<file path="src/rtl/keypad_pkg.sv">
// Shared keypad definitions: button codes, scanner state and the scan-candidate encoder.
package keypad_pkg;

  typedef enum logic [3:0] {
    STOP   = 4'hA,
    RESUME = 4'hB,
    UP     = 4'hC,
    DOWN   = 4'hD,
    ESCAPE = 4'hE,
    ENTER  = 4'hF
  } button_t;

  typedef enum logic {
    IDLE,
    HELD
  } scan_state_t;

  typedef struct packed {
    logic       valid;
    logic [3:0] code;
  } cand_t;

  // Highest set key index wins; an empty snapshot yields an invalid candidate with code 0.
  function automatic cand_t encode_keys(input logic [15:0] snap);
    cand_t c;
    c = '0;
    for (int i = 0; i < 16; i++) begin
      if (snap[i]) begin
        c.valid = 1'b1;
        c.code  = 4'(i);
      end
    end
    return c;
  endfunction

endpackage

</file>
<file path="src/rtl/keypad_scanner_if.sv">
// Keypad matrix lines plus the key-event bus towards the central FSM.
interface keypad_scanner_if;
  logic [3:0] rows;
  logic [3:0] cols;
  logic [3:0] buttonBus;
  logic       pressed;

  modport master (input rows, output cols, output buttonBus, output pressed);
  modport slave  (output rows, input cols, input buttonBus, input pressed);
endinterface

</file>
<file path="src/rtl/row_sync.sv">
// Two-flop synchronizer for the asynchronous keypad row lines.
module row_sync #(
  parameter int WIDTH = 4
) (
  input  logic             clk,
  input  logic             nrst,
  input  logic [WIDTH-1:0] d,
  output logic [WIDTH-1:0] q
);
  logic [WIDTH-1:0] meta_reg;
  logic [WIDTH-1:0] sync_reg;

  always_ff @(posedge clk or negedge nrst) begin
    if (!nrst) begin
      meta_reg <= '0;
      sync_reg <= '0;
    end else begin
      meta_reg <= d;
      sync_reg <= meta_reg;
    end
  end

  assign q = sync_reg;
endmodule

</file>
<file path="src/rtl/keypad_scanner.sv">
// 4x4 keypad scanner: column drive, snapshot, debounce and one event strobe per press.
module keypad_scanner
  import keypad_pkg::*;
#(
  parameter int SCAN_DIV = 4,
  parameter int DEBOUNCE = 3
) (
  input  logic clk,
  input  logic nrst,
  keypad_scanner_if.master kp
);
  localparam int DW = (SCAN_DIV > 2) ? $clog2(SCAN_DIV) : 2;
  localparam logic [DW-1:0] DWELL_LAST = DW'(SCAN_DIV - 1);
  localparam logic [3:0]    DB         = 4'(DEBOUNCE);

  logic [DW-1:0] dwell_reg;
  logic [1:0]    col_reg;
  logic [15:0]   snap_reg;
  logic [15:0]   snap_next;
  cand_t         cand_reg;
  cand_t         cand_next;
  logic [3:0]    stab_reg;
  logic [3:0]    stab_next;
  scan_state_t   state_reg;
  logic          pressed_reg;
  logic [3:0]    code_reg;
  logic [3:0]    rows_sync;
  logic          dwell_done;
  logic          scan_end;

  row_sync #(.WIDTH(4)) u_row_sync (
    .clk  (clk),
    .nrst (nrst),
    .d    (kp.rows),
    .q    (rows_sync)
  );

  assign dwell_done = (dwell_reg == DWELL_LAST);
  assign scan_end   = dwell_done && (col_reg == 2'd3);

  for (genvar gi = 0; gi < 4; gi++) begin : g_cols
    assign kp.cols[gi] = (col_reg == 2'(gi));
  end

  // Snapshot bit index equals the key code {row, col}.
  always_comb begin
    snap_next = snap_reg;
    if (dwell_done) begin
      for (int r = 0; r < 4; r++) begin
        snap_next[r*4 + int'(col_reg)] = rows_sync[r];
      end
    end
  end

  assign cand_next = encode_keys(snap_next);

  always_comb begin
    stab_next = 4'd1;
    if (cand_next == cand_reg) begin
      stab_next = (stab_reg >= DB) ? DB : stab_reg + 4'd1;
    end
  end

  always_ff @(posedge clk or negedge nrst) begin
    if (!nrst) begin
      dwell_reg   <= '0;
      col_reg     <= '0;
      snap_reg    <= '0;
      cand_reg    <= '0;
      stab_reg    <= '0;
      state_reg   <= IDLE;
      pressed_reg <= 1'b0;
      code_reg    <= '0;
    end else begin
      pressed_reg <= 1'b0;
      code_reg    <= '0;
      if (dwell_done) begin
        dwell_reg <= '0;
        col_reg   <= col_reg + 2'd1;
        snap_reg  <= snap_next;
      end else begin
        dwell_reg <= dwell_reg + 1'b1;
      end
      if (scan_end) begin
        cand_reg <= cand_next;
        stab_reg <= stab_next;
        case (state_reg)
          IDLE: begin
            if (stab_next == DB && cand_next.valid) begin
              state_reg   <= HELD;
              pressed_reg <= 1'b1;
              code_reg    <= cand_next.code;
            end
          end
          HELD: begin
            // Key changes while held are ignored until a debounced release.
            if (stab_next == DB && !cand_next.valid) begin
              state_reg <= IDLE;
            end
          end
          default: state_reg <= IDLE;
        endcase
      end
    end
  end

  assign kp.pressed   = pressed_reg;
  assign kp.buttonBus = code_reg;
endmodule

</file>
<file path="src/flat_wrapper.sv">
// flat-port wrapper written by rule: the top's interface ports become plain ports
module keypad_scanner_flat import keypad_pkg::*;
#(
  parameter int SCAN_DIV = 4,
  parameter int DEBOUNCE = 3
)
  (clk, nrst, kp_rows, kp_cols, kp_buttonBus, kp_pressed);
  keypad_scanner_if kp_i ();
  input  logic clk;
  input  logic nrst;
  input wire logic [$bits(kp_i.rows)-1:0] kp_rows;
  output wire logic [$bits(kp_i.cols)-1:0] kp_cols;
  output wire logic [$bits(kp_i.buttonBus)-1:0] kp_buttonBus;
  output wire logic [$bits(kp_i.pressed)-1:0] kp_pressed;
  assign kp_i.rows = kp_rows;
  assign kp_cols = kp_i.cols;
  assign kp_buttonBus = kp_i.buttonBus;
  assign kp_pressed = kp_i.pressed;
  keypad_scanner #(.SCAN_DIV(SCAN_DIV), .DEBOUNCE(DEBOUNCE)) u_core (.clk(clk), .nrst(nrst), .kp(kp_i));
endmodule
</file>
<file path="config.mk">
export PLATFORM = sky130hd
export DESIGN_NAME = keypad_scanner_flat
export DESIGN_NICKNAME = d
export VERILOG_FILES = /design/src/rtl/keypad_pkg.sv /design/src/rtl/keypad_scanner_if.sv /design/src/rtl/row_sync.sv /design/src/rtl/keypad_scanner.sv /design/src/flat_wrapper.sv
export SDC_FILE = /design/constraint.sdc
export NUM_CORES = 1
export LEC_CHECK = 0
export BUFFER_PORTS_ARGS = -buffer_cell sky130_fd_sc_hd__buf_2
export CORE_ASPECT_RATIO = 1.1
export CORE_UTILIZATION = 60
export DETAILED_ROUTE_END_ITERATION = 10
export GPL_TIMING_DRIVEN = 0
export HOLD_SLACK_MARGIN = 0.08
export PLACE_DENSITY_LB_ADDON = 0.08
export SLEW_MARGIN = 15
export SYNTH_ARGS = -nofsm -noshare
export SYNTH_HDL_FRONTEND = slang
export SYNTH_SLANG_ARGS = --single-unit
</file>
<file path="constraint.sdc">
create_clock -name clk -period 3.65 [get_ports clk]
set_clock_uncertainty 0.2 [all_clocks]
set_input_delay 0.5475 -clock clk [delete_from_list [all_inputs] [get_ports clk]]
set_output_delay 0.5475 -clock clk [all_outputs]
set_load 0.01 [all_outputs]
</file>
==> results.yml <==
synthesis:
  syn_nets: 213
  yosysUniqueCellTypes: 58
  ys_seq_elements: 43
  ys.flop_type: "dfrtp_1"
  ys_warn_count: 0
  async_reset_ff_frac: 1.00
  ys_top_cells_by_area: "dfrtp_1, mux2_2, nand2b_1, ha_1, a21oi_1"
  synth_top_area_share: 0.472
  avgSynthCellArea_um2: 11.3
  synth_edf_count: 0
  synthCells: 201
  yosysSeqAreaShare: 0.472
  synth.cell_area_um2: 2280
  yosysTopAreaCell: "dfrtp_1"
final_layout:
  final_common_cell: "dfrtp_1"
  fin_area_um2: 2550
  filler_cell_count: 292
  drive_gt1_frac: 0.256
  largest_reg_flops: 16
  antenna_cells: 0
  layout-area-overhead-vs-synth_pct: 11.8
  nNetsFinal: 234
  final_cell_mix: "dfrtp_1, buf_2, nand2b_1, nand2_1, mux2_2"
drt:
  drtIter0Drc: 130
  wl_um: 4570
  via_per_inst: 6.13
  ant_nets: 0
  wl_per_cell_um: 16.7
  maxUsedRoutingLayer: "met4"
  dr.pass1.iters: 4
  drc: 0
  wl_met3_um: 146
  wl_met1_um: 1990
  routed-wl-met2_um: 2320
  route.vias.total: 1673
clocking:
  htree_num_levels: 2
  cts_setup_buffers: 0
  numCtsBuffers: 5
  cts_sinks: 43
  post_cts_resized: 0
  clk_pin_slew_ns: 0.08
  cts_buffer_depth: 2
  clk_latency_ns: 0.29
  ctsHoldBuffers: 0
  tritoncts: "yes"
  root_buffer: "clkbuf_8"
worst_setup_path:
  startpoint_type: "flip-flop"
  cp_data_required_time_ns: 3.64
  critPathKind: "flip-flop to flip-flop"
  endpoint_kind: "flip-flop"
  r2r_cells: 10
  arrival_ns: 3.26
  cp_max_fo: 7
pwr:
  ir_drop_v: 0.000323
  leakage_nw: 1.09
  powerDensity_nw_per_um2: 405
sta:
  slew_headroom: 0.386
  min_period_ns: 3.28
  clock.fmax_mhz: 305
  setup_slack_ns: 0.374
  hold_viol: 0
  whs_ns: 0.155
  tightest_slew_ns: 0.921
  report.final.slew_viol_count: 0
  setup_violations: 0
  rsz0062_at_grt: "false"
  finalSetupTns_ns: 0
  period_share: 0.897
outcome:
  status: "finished clean"
global_route:
  antenna_found_initial: 0
  grt_pass1_vias: 1659
  track_usage: 0.257
  grt_max_degree: 44
  gr-total-overflow: 0
  grt_pass1_wl_um: 7610
place:
  dpl.hpwl_um: 3370
  pre_cts_ws_ns: 0.364
  place.gp.congestion: 0.812
  place_area_um2: 2410
  numPortBuffers: 14
die:
  die_h_um: 66.7
  io-pin-count: 15
  start_util: 0.629
  core_um2: 3630
  rows: 23
  die_w_um: 60.8
  die_area_um2: 4050
min_path:
  hold_depth: 0
  min_path_type: "flip-flop to flip-flop"
run:
  max-cap-violations: 0
[per-stage QoR]
step / power [mW] / util / instances
6_report: 1.03 / 0.703 / 273
5_1_grt: 1.07 / 0.703 / 273
4_1_cts: 1.04 / 0.703 / 273
3_5_place_dp: 0.611 / 0.665 / 265
3_3_place_gp: 0.606 / 0.665 / 265
2_1_floorplan: 0.581 / - / 201
[cell type report]
type | instances | area [um^2] | area share
Inverter | 7 | 26.3 | 0.0103
Clock buffer | 5 | 68.8 | 0.0270
Tap cell | 50 | 62.6 | 0.0245
Sequential cell | 43 | 1080 | 0.422
Clock inverter | 3 | 67.6 | 0.0265
Timing Repair Buffer | 14 | 70.1 | 0.0275
Buffer | 7 | 50.0 | 0.0196
Multi-Input combinational cell | 144 | 1130 | 0.442
[worst paths after layout]
path / startpoint / end / slack [ns]
max reg2reg: u_core.col_reg[0] / u_core.kp.buttonBus[2] / 0.37
min in group asynchronous: nrst / u_core.stab_reg[2] / 0.18
min reg2reg: u_core.u_row_sync.meta_reg[1] / u_core.u_row_sync.q[1] / 0.15
max in group asynchronous: nrst / u_core.snap_reg[11] / 2.49
min: u_core.u_row_sync.meta_reg[1] / u_core.u_row_sync.q[1] / 0.15
max: u_core.col_reg[0] / u_core.kp.buttonBus[2] / 0.37
[power breakdown]
group	total, mW	switching (mW)	leakage (nW)	internal, mW
Clock	0.431	0.158	0.0644	0.273
Sequential	0.518	0.0219	0.513	0.496
Combinational	0.0842	0.0464	0.508	0.0378
Total	1.03	0.227	1.09	0.807
[cell families after synthesis]
| logic type | Yosys count | synth area share |
|---|---|---|
| flops | 43 | 0.472 |
| mux | 15 | 0.0757 |
| xor+xnor | 3 | 0.0115 |
| fa+ha+maj | 6 | 0.0329 |
| simple gates | 65 | 0.176 |
| compound gates | 55 | 0.198 |
| buf+inv | 14 | 0.0335 |
[routing by layer]
metal,vias up,GRT usage
li1,789,-
met1,831,0.326
met2,43,0.413
met3,10,0.0544
met4,0,0.116
met5,-,0
[critical path, cell delays in order, from the launching register on]
cell	delay, ns
dfrtp_1	0.41
inv_1	0.08
ha_1	0.29
nand2_1	0.25
mux2_2	0.39
a2111oi_2	0.50
nor4_1	0.14
a2111oi_2	0.42
a211oi_2	0.07
nor3b_2	0.21
and3b_1	0.21
[cell usage after synthesis, types with 3 or more instances]
cell type and instances:
nand2b_1 13, o32ai_1 5, ha_1 6, nor2b_1 8, o32a_1 3, inv_1 7, buf_6 3, nor2_1 5
nor3_1 4, dfrtp_1 43, o32ai_2 3, clkbuf_1 3, o21ai_0 8, a21oi_1 10, nand2_1 11, and2_1 3
mux2_2 11
No activity file was read; power rests on OpenSTA's default activity.
